[config.mk]
export PLATFORM = sky130hd
export DESIGN_NAME = prost_sbox_layer_masked
export DESIGN_NICKNAME = d
export VERILOG_FILES = /design/src/rtl/prost_masked_pkg.sv /design/src/rtl/prost_sbox_masked_core.sv /design/src/rtl/prost_sbox_layer_masked.sv
export SDC_FILE = /design/constraint.sdc
export NUM_CORES = 1
export LEC_CHECK = 0
export CAP_MARGIN = 10
export CELL_PAD_IN_SITES_DETAIL_PLACEMENT = 0
export CELL_PAD_IN_SITES_GLOBAL_PLACEMENT = 1
export CORE_MARGIN = 3
export CORE_UTILIZATION = 38
export CTS_CLUSTER_DIAMETER = 30
export DETAILED_ROUTE_END_ITERATION = 10
export GPL_TIMING_DRIVEN = 1
export PLACE_DENSITY = 0.87
export RECOVER_POWER = 50
export SLEW_MARGIN = 20
export SYNTH_ARGS = -nofsm -noshare
export SYNTH_HDL_FRONTEND = slang
export SYNTH_SLANG_ARGS = --single-unit
[constraint.sdc]
create_clock -name clk -period 2.55 [get_ports clk]
set_input_delay 0.255 -clock clk [delete_from_list [all_inputs] [get_ports clk]]
set_output_delay 0.255 -clock clk [all_outputs]
set_load 0.02 [all_outputs]
[src/rtl/prost_masked_pkg.sv]
// Shared constants, width helpers and the unmasked PROST S-box reference.
package prost_masked_pkg;

  localparam int unsigned SBOX_W       = 4;
  localparam int unsigned RND_PER_SBOX = 8;

  typedef logic [SBOX_W-1:0] nibble_t;

  function automatic int unsigned share_width(input int unsigned n);
    return n * SBOX_W;
  endfunction

  function automatic int unsigned rnd_width(input int unsigned n);
    return n * RND_PER_SBOX;
  endfunction

  // Unmasked S-box: input packed {d,c,b,a}, output packed {t,z,y,x}.
  function automatic nibble_t prost_sbox(input nibble_t v);
    logic a, b, c, d, l, m, x, y, z, t;
    a = v[0];
    b = v[1];
    c = v[2];
    d = v[3];
    l = 1'b1 ^ a ^ b ^ c;
    m = 1'b1 ^ a ^ d;
    x = c ^ (l & b) ^ (m & (d ^ (d & c)));
    y = d ^ (l & b) ^ (l & d & c);
    z = a ^ (b & c);
    t = b ^ (c & d);
    return {t, z, y, x};
  endfunction

endpackage

[src/rtl/prost_sbox_masked_core.sv]
// One 2-share masked PROST S-box. Stage 1 (registered) holds the linear and
// quadratic share terms plus a refreshed d*c product; the cubic terms are
// formed after the register from the registered shares.
module prost_sbox_masked_core
  import prost_masked_pkg::*;
(
  input  logic                    clk,
  input  logic                    rst_n,
  input  logic                    en,
  input  logic [SBOX_W-1:0]       share0_in,
  input  logic [SBOX_W-1:0]       share1_in,
  input  logic [RND_PER_SBOX-1:0] rnd_in,
  output logic [SBOX_W-1:0]       share0_out,
  output logic [SBOX_W-1:0]       share1_out
);

  // Per-variable share pairs, index = share domain.
  logic [1:0] a, b, c, d;
  logic [7:0] r;
  logic [1:0] p_n, qx_n, qy_n, qz_n, qt_n;
  logic [1:0] a_q, b_q, p_q, qx_q, qy_q, qz_q, qt_q;
  logic [1:0] x_s, y_s;

  assign a = {share1_in[0], share0_in[0]};
  assign b = {share1_in[1], share0_in[1]};
  assign c = {share1_in[2], share0_in[2]};
  assign d = {share1_in[3], share0_in[3]};
  // r[0] is the MSB of the randomness byte.
  assign r = {<<{rnd_in}};

  // Stage-1 share terms. Operands taken from the other domain arrive blinded
  // (c by r0, d by r1, b by r2); the blind is stripped inside the product.
  // The constants of L and M cancel in the expanded form, so no share-0
  // constant remains.
  always_comb begin
    p_n  = '0;
    qx_n = '0;
    qy_n = '0;
    qz_n = '0;
    qt_n = '0;
    for (int unsigned j = 0; j < 2; j++) begin
      int unsigned o;
      logic bx, cx, dx, ab_x, bc_x, ad_x, dc_x, cd_x;
      o    = (j == 0) ? 1 : 0;
      bx   = b[o] ^ r[2];
      cx   = c[o] ^ r[0];
      dx   = d[o] ^ r[1];
      ab_x = (a[j] & bx) ^ (a[j] & r[2]);
      bc_x = (b[j] & cx) ^ (b[j] & r[0]);
      ad_x = (a[j] & dx) ^ (a[j] & r[1]);
      dc_x = (d[j] & cx) ^ (d[j] & r[0]);
      cd_x = (c[j] & dx) ^ (c[j] & r[1]);
      p_n[j]  = (d[j] & c[j]) ^ dc_x ^ r[3];
      qx_n[j] = c[j] ^ (a[j] & b[j]) ^ ab_x ^ (b[j] & c[j]) ^ bc_x
                ^ (a[j] & d[j]) ^ ad_x ^ r[4];
      qy_n[j] = d[j] ^ (a[j] & b[j]) ^ ab_x ^ (b[j] & c[j]) ^ bc_x ^ r[5];
      qz_n[j] = a[j] ^ (b[j] & c[j]) ^ bc_x ^ r[6];
      qt_n[j] = b[j] ^ (c[j] & d[j]) ^ cd_x ^ r[7];
    end
  end

  // Gadget register: loads only on an accepted beat.
  always_ff @(posedge clk) begin
    if (!rst_n) begin
      a_q  <= '0;
      b_q  <= '0;
      p_q  <= '0;
      qx_q <= '0;
      qy_q <= '0;
      qz_q <= '0;
      qt_q <= '0;
    end else if (en) begin
      a_q  <= a;
      b_q  <= b;
      p_q  <= p_n;
      qx_q <= qx_n;
      qy_q <= qy_n;
      qz_q <= qz_n;
      qt_q <= qt_n;
    end
  end

  // Stage-2 cubic terms: x gets a*dc, y gets (a^b)*dc.
  always_comb begin
    x_s = '0;
    y_s = '0;
    for (int unsigned j = 0; j < 2; j++) begin
      int unsigned o;
      logic ab_s;
      o      = (j == 0) ? 1 : 0;
      ab_s   = a_q[j] ^ b_q[j];
      x_s[j] = qx_q[j] ^ (a_q[j] & p_q[j]) ^ (a_q[j] & p_q[o]);
      y_s[j] = qy_q[j] ^ (ab_s & p_q[j]) ^ (ab_s & p_q[o]);
    end
  end

  assign share0_out = {qt_q[0], qz_q[0], y_s[0], x_s[0]};
  assign share1_out = {qt_q[1], qz_q[1], y_s[1], x_s[1]};

endmodule

[src/rtl/prost_sbox_layer_masked.sv]
// Parallel layer of masked PROST S-boxes with valid/ready flow control and an
// optional output register stage.
module prost_sbox_layer_masked
  import prost_masked_pkg::*;
#(
  parameter int unsigned NUM_SBOX = 16,
  parameter int unsigned OUT_REG  = 0
) (
  input  logic                             clk,
  input  logic                             rst_n,
  input  logic                             in_valid,
  output logic                             in_ready,
  input  logic [share_width(NUM_SBOX)-1:0] share0_in,
  input  logic [share_width(NUM_SBOX)-1:0] share1_in,
  input  logic [rnd_width(NUM_SBOX)-1:0]   rnd_in,
  output logic                             out_valid,
  input  logic                             out_ready,
  output logic [share_width(NUM_SBOX)-1:0] share0_out,
  output logic [share_width(NUM_SBOX)-1:0] share1_out
);

  localparam int unsigned SW = share_width(NUM_SBOX);

  logic          v1, v_last, advance, load;
  logic [SW-1:0] s1_share0, s1_share1;

  // S1 advances exactly when the final stage is empty or being drained.
  assign in_ready = !v_last || out_ready;
  assign advance  = in_ready;
  assign load     = advance && in_valid;

  // S1 valid bit.
  always_ff @(posedge clk) begin
    if (!rst_n) v1 <= 1'b0;
    else if (advance) v1 <= in_valid;
  end

  for (genvar i = 0; i < NUM_SBOX; i++) begin : g_sbox
    prost_sbox_masked_core u_core (
      .clk        (clk),
      .rst_n      (rst_n),
      .en         (load),
      .share0_in  (share0_in[i*SBOX_W +: SBOX_W]),
      .share1_in  (share1_in[i*SBOX_W +: SBOX_W]),
      .rnd_in     (rnd_in[i*RND_PER_SBOX +: RND_PER_SBOX]),
      .share0_out (s1_share0[i*SBOX_W +: SBOX_W]),
      .share1_out (s1_share1[i*SBOX_W +: SBOX_W])
    );
  end

  if (OUT_REG != 0) begin : g_out_reg
    logic          v2;
    logic [SW-1:0] s2_share0, s2_share1;

    // S2 output register: data loads only when a valid S1 beat moves up.
    always_ff @(posedge clk) begin
      if (!rst_n) begin
        v2        <= 1'b0;
        s2_share0 <= '0;
        s2_share1 <= '0;
      end else if (advance) begin
        v2 <= v1;
        if (v1) begin
          s2_share0 <= s1_share0;
          s2_share1 <= s1_share1;
        end
      end
    end

    assign v_last     = v2;
    assign out_valid  = v2;
    assign share0_out = s2_share0;
    assign share1_out = s2_share1;
  end else begin : g_out_comb
    assign v_last     = v1;
    assign out_valid  = v1;
    assign share0_out = s1_share0;
    assign share1_out = s1_share1;
  end

endmodule

==> results of run 1 <==
[kinds of logic (layout without fill, tap and decap cells)]
family / Yosys count / after routing / synth area share [%]
compound gates: 504 / 504 / 19.8
xor+xnor: 345 / 345 / 22.0
buf+inv: 188 / 531 / 6.06
flops: 225 / 225 / 28.4
mux: 32 / 32 / 2.07
other cells: 0 / 2 / 0
simple gates: 719 / 719 / 21.6
[path summary, 6_finish.rpt]
path	from	slack, ns	depth (start not counted)	endpoint
worst min register to register	g_sbox[7].u_core.qz_q[1]$_SDFFE_PN0P_	0.45	2	g_sbox[7].u_core.qz_q[1]$_SDFFE_PN0P_
worst min-delay path	rst_n	0.18	3	g_sbox[3].u_core.qy_q[0]$_SDFFE_PN0P_
worst max register to register	out_valid$_SDFFE_PN0N_	0.25	5	g_sbox[15].u_core.qt_q[0]$_SDFFE_PN0P_
worst max-delay path	g_sbox[3].u_core.p_q[1]$_SDFFE_PN0P_	0.09	4	share1_out[13]
[flip-flops by register name, summed over array words and instances (netlist names)]
register and flops:
g_sbox.u_core.qx_q 32, g_sbox.u_core.qy_q 32, g_sbox.u_core.a_q 32, g_sbox.u_core.p_q 32, g_sbox.u_core.qz_q 32, g_sbox.u_core.qt_q 32
g_sbox.u_core.b_q 32, out_valid 1
[timing repair]
item | 4_1_cts | 5_1_grt
setup endpoints to repair | 10 | 35
endpoints found under the hold margin | 0 | 0
buffers inserted | 0 | 0
resized for setup | 8 | 17
[cell usage in the layout, fill, tap and decap left out, drive strengths merged, types with 26 or more instances in the layout]
| cell | n |
|---|---|
| nand2 | 382 |
| clkdlybuf4s50 | 329 |
| a21oi | 231 |
| dfxtp | 225 |
| xnor2 | 166 |
| xor2 | 147 |
| o21ai | 98 |
| clkbuf | 95 |
| nand3 | 75 |
| and3 | 71 |
| nor2 | 49 |
| o211ai | 37 |
| nor3b | 36 |
| a211oi | 35 |
| inv | 35 |
| xnor3 | 32 |
| buf | 32 |
| nand2b | 29 |
| a211o | 27 |
| mux2i | 26 |
| nand4 | 26 |
[power by group through the flow]
stage	logic [mW]	clock network (mW)	registers (mW)
after global placement	3.51	0	4.07
after global routing	3.87	9.20	4.08
after detailed placement	3.55	0	4.09
after CTS	3.58	8.98	4.03
final	3.56	8.81	4.04
after floorplan	2.10	0	4.15
[critical path, cell delays in order (launching register included)]
cell and delay [ns]:
dfxtp_1 0.37, xor2_2 0.25, nand2_1 0.10, xnor2_1 0.26, clkdlybuf4s50_1 0.66
[metrics by stage]
step           hold WS [ns]  utilization (%)  cell area, um2  power, mW
5_1_grt               0.178             53.5           21900       17.1
3_5_place_dp          0.443             47.4           19400       7.64
4_1_cts               0.158             53.3           21900       16.6
6_report              0.180             53.5           21900       16.4
3_3_place_gp          0.439             47.4           19400       7.58
2_1_floorplan         0.391                -           15800       6.25
[metal layers]
metal / vias up / routed length [um]
li1: 7591 / -
met1: 7270 / 21000
met2: 424 / 22500
met3: 107 / 3510
met4: 2 / 1530
met5: - / 13
[final cells by class]
| class | instances | area (um2) |
|---|---|---|
| diodes | 2 | 5.00 |
| inverters | 31 | 121 |
| well taps | 532 | 666 |
| fillers | 3828 | 19100 |
| clock buffers | 91 | 1980 |
| flip-flops and latches | 225 | 4500 |
| clock inverters | 33 | 434 |
| repair buffers | 376 | 3740 |
| multi-input cells | 1600 | 10500 |
==> run_results.csv, run 1 <==
group,metric,value,unit
detailed_routing,drt_iter0_drc,966,
clock_network,clockRootBuffer,"clkbuf_16",
yosys,synthFlopType,"dfxtp_1",
flow_run,drv_cap,0,
detailed_routing,drt_wl_total,48500,um
status,status,"complete, no violations",
grt,grt-ovfl-total,0,
setup_path,worstSetupEndpointType,"primary output",
detailed_routing,vias,15400,
yosys,synth_top_cells_by_count,"382 x nand2_1, 231 x a21oi_1, 225 x dfxtp_1",
grt,top_usage_layer,"met2",
power,combPwrFrac,21.7,%
setup_path,cp.required,2.30,ns
place,post-place-ws,0.389,ns
yosys,syn_nets,2273,
die,die_w,210,um
detailed_routing,drc,0,
place,place_inst,2764,
detailed_routing,drt_pass1_iterations,4,
power,internal_power,11.8,mW
clock_network,clk_latency,0.58,ns
setup_path,crit_path_start_kind,"flop",
yosys,synth_top_area_share,28.4,%
timing,setup_violations,0,
grt,grt_use_met1,26.5,%
clock_network,clk_pin_slew,0.04,ns
detailed_routing,vias_per_cell,5.33,
clock_network,cts_hold_buf,0,
die,die-area,44200,um2
timing,relSlewSlack,8.55,%
yosys,synth.avg_cell_area,7.87,um2
timing,finalClockSkew,0.0234,ns
finish,drive_above_1_share,7.94,%
clock_network,clock_path_buffers,3,
power,p_leak,8.85,nW
detailed_routing,wire_per_inst,16.8,um
yosys,synthCells,2013,
finish,stdcell_count,2890,
detailed_routing,drt.antenna.violating_nets,0,
yosys,yosys-top-cells-area,"dfxtp_1 28%, xnor2_1 9.2%, nand2_1 9.1%, xor2_1 8.0%, a21oi_1 7.3%",
timing,period_needed,2.46,ns
place,placement.io_buffers,341,
timing,max_freq,406,MHz
clock_network,cts.sinks,225,
place,place_congestion,0.817,
grt,antenna_found_initial,3,
setup_path,worstPathMaxFanout,4,
die,design.core.area,41000,um2
power,power.switching,4.57,mW
setup_path,cp.arrival,2.21,ns
yosys,ys_types,56,
yosys,synth_edf_count,0,
clock_network,cts_tree,"done",
timing,rsz0062_at_grt,"false",
clock_network,cts_buffers,69,
yosys,synth_largest_area_cell,"dfxtp_1",
place,dp_hpwl,33100,um
yosys,yosysWarnings,0,
power,pwr-share-clk,53.7,%
yosys,ys_ff_latch,225,
yosys,async_flop_share,0,%
yosys,synth.most_common_cell,"nand2_1",
grt,use_met2,35.4,%
timing,tns,0,ns
power,swShare,27.9,%
die,start_util,38.6,%
power,p_per_area,748,nW/um2
timing,fin_crit_sh,96.5,%
finish,nets,2563,
grt,grt_start_max_net_pins,107,
power,peakVddDrop,0.520,mV
grt,track_usage,21.5,%
power,seq_power_share,24.6,%
grt,gr-usage-met3,6.47,%
hold_path,hold_class,"in -> reg",
finish,synthToLayoutAreaGrowth,38.5,%
die,pin_count,390,
timing,slew_violations,0,
timing,layout_setup_ws,0.0894,ns
timing,worst_pin_slew,1.37,ns
yosys,synth-seq-area-share,28.4,%
die,rows,74,
die,fp.dieH,210,um
grt,grt_pass1_vias,15100,
grt,grt_pass1_wl,77900,um
clock_network,cts_max_level,3,
setup_path,worstSetupPathType,"reg -> out",
timing,finalHoldViolations,0,
yosys,syn-cell-area,15800,um2
(Power assumes the default switching activity.)
==> inputs of run 2 (changes only) <==
Settings changed: CORE_UTILIZATION 38 to 40, CTS_CLUSTER_DIAMETER 30 to unset, PLACE_DENSITY 0.87 to 0.91.
==> run 2 against run 1 <==
  * Global-route usage shrank 0.37 points
  * Sequential power is essentially flat
  * Sequential cell count is the same
  * Non-clock buffer count grew 13
  * Die area shrank 4.9%
==> run_results.csv, run 2 (synthesized netlist as in run 1, its figures left out) <==
group,metric,value,unit
power,peakVddDrop,0.453,mV
finish,nets,2534,
detailed_routing,wire_per_inst,16.4,um
power,p_per_area,578,nW/um2
detailed_routing,vias_per_cell,5.37,
timing,finalHoldViolations,0,
setup_path,crit_path_max_incr_delay,0.67,ns
clock_network,clock_path_buffers,3,
timing,slew_violations,0,
grt,grt_pass1_wl,74100,um
detailed_routing,drt_iter0_drc,691,
place,placement.io_buffers,341,
hold_path,hold_class,"in -> reg",
setup_path,worstSetupEndpointType,"primary output",
timing,tns,0,ns
power,pwr-share-clk,36.2,%
power,p_leak,8.23,nW
timing,max_freq,408,MHz
clock_network,clk_pin_slew,0.06,ns
timing,setup_violations,0,
die,start_util,40.7,%
detailed_routing,vias,15100,
clock_network,cts_max_level,1,
clock_network,cts_tree,"done",
clock_network,clk_latency,0.55,ns
clock_network,cts_buffers,27,
timing,fin_crit_sh,96.0,%
timing,finalClockSkew,0.0186,ns
grt,grt-ovfl-total,0,
power,power.switching,3.61,mW
grt,grt_start_max_net_pins,74,
setup_path,path_cells,"xor2_1, nand2_1, xnor2_1, clkdlybuf4s50_1",
finish,mostFrequentLayoutCells,"381 x nand2_1, 316 x clkdlybuf4s50_1, 231 x a21oi_1",
power,combPwrFrac,30.0,%
setup_path,slowest_stage,"clkdlybuf4s50_1",
setup_path,cp.arrival,2.19,ns
detailed_routing,drt_wl_total,46200,um
power,swShare,30.4,%
flow_run,drv_cap,0,
die,rows,72,
setup_path,cp.required,2.30,ns
timing,relSlewSlack,40.0,%
finish,drive_above_1_share,5.36,%
die,die_w,205,um
timing,rsz0062_at_grt,"false",
grt,grt_pass1_vias,14500,
power,seq_power_share,33.9,%
timing,worst_pin_slew,0.900,ns
setup_path,worstPathMaxFanout,4,
power,internal_power,8.26,mW
finish,layout_commonest_cell,"nand2_1",
place,dp_hpwl,33300,um
clock_network,cts.sinks,225,
place,post-place-ws,0.256,ns
setup_path,crit_path_start_kind,"flop",
timing,layout_setup_ws,0.102,ns
finish,synthToLayoutAreaGrowth,29.8,%
timing,period_needed,2.45,ns
detailed_routing,drt.antenna.violating_nets,0,
finish,final_core_util,52.8,%
die,fp.dieH,205,um
grt,antenna_found_initial,1,
die,design.core.area,38900,um2
place,place_congestion,0.872,
detailed_routing,drt_pass1_iterations,5,
die,die-area,42000,um2
detailed_routing,drc,0,
die,pin_count,390,
grt,track_usage,21.1,%
power,finalPower,11.9,mW
setup_path,worstSetupPathType,"reg -> out",
clock_network,clockRootBuffer,"clkbuf_16",
status,status,"complete, no violations",
run 2: final cells by class:
class | count | area [um2]
tap | 518 | 648
antenna | 1 | 2.50
clock buffer | 40 | 795
sequential | 225 | 4500
clock inverter | 9 | 199
inverter | 31 | 121
fill | 3740 | 18400
timing repair buffer | 389 | 3820
multi-input combinational | 1600 | 10500
run 2: repair_timing:
item	4_1_cts	5_1_grt
endpoints found under the setup margin	2	26
hold buffers	0	0
resized for setup	2	14
buffers inserted	0	0
run 2: through the flow:
| stage | instance area, um2 | hold slack, ns | cells |
|---|---|---|---|
| floorplan | 15800 | 0.391 | 2013 |
| global route | 20500 | 0.128 | 2812 |
| global placement | 19600 | 0.439 | 2763 |
| CTS | 20600 | 0.0959 | 2812 |
| finish | 20500 | 0.121 | 2813 |
| detailed placement | 19600 | 0.442 | 2763 |
run 2: metal layers:
metal / global-route usage, % / share of wire [%] / vias to the layer above
met1: 27.6 / 45 / 7195
met3: 3.23 / 5.3 / 59
li1: - / - / 7502
met4: 4.42 / 1.9 / 2
met5: 0 / 0.028 / -
met2: 36.9 / 48 / 337
run 2: worst max-delay path, delay by kind of cell, from the launching register on:
| kind | cells | cell delay, ns |
|---|---|---|
| XOR/XNOR | 2 | 0.51 |
| buffers and inverters | 1 | 0.67 |
| flip-flops | 1 | 0.35 |
| AND/OR/NAND/NOR | 1 | 0.11 |
run 2: power groups by stage:
stage               clock network (mW)  logic, mW  registers, mW
global placement                     0       3.54           4.07
CTS                               4.41       3.61           4.01
floorplan                            0       2.10           4.15
finish                            4.29       3.56           4.02
detailed placement                   0       3.59           4.09
global route                      4.54       3.87           4.06
run 2: path summary, 6_finish.rpt:
check,start,to,slack (ns),depth (start not counted)
worst min-delay path,rst_n,g_sbox[3].u_core.qy_q[0]$_SDFFE_PN0P_,0.12,3
worst min register to register,g_sbox[7].u_core.qt_q[0]$_SDFFE_PN0P_,g_sbox[7].u_core.qt_q[0]$_SDFFE_PN0P_,0.45,2
worst max-delay path,g_sbox[3].u_core.p_q[0]$_SDFFE_PN0P_,share1_out[13],0.10,4
worst max register to register,out_valid$_SDFFE_PN0N_,g_sbox[13].u_core.a_q[0]$_SDFFE_PN0P_,0.26,5
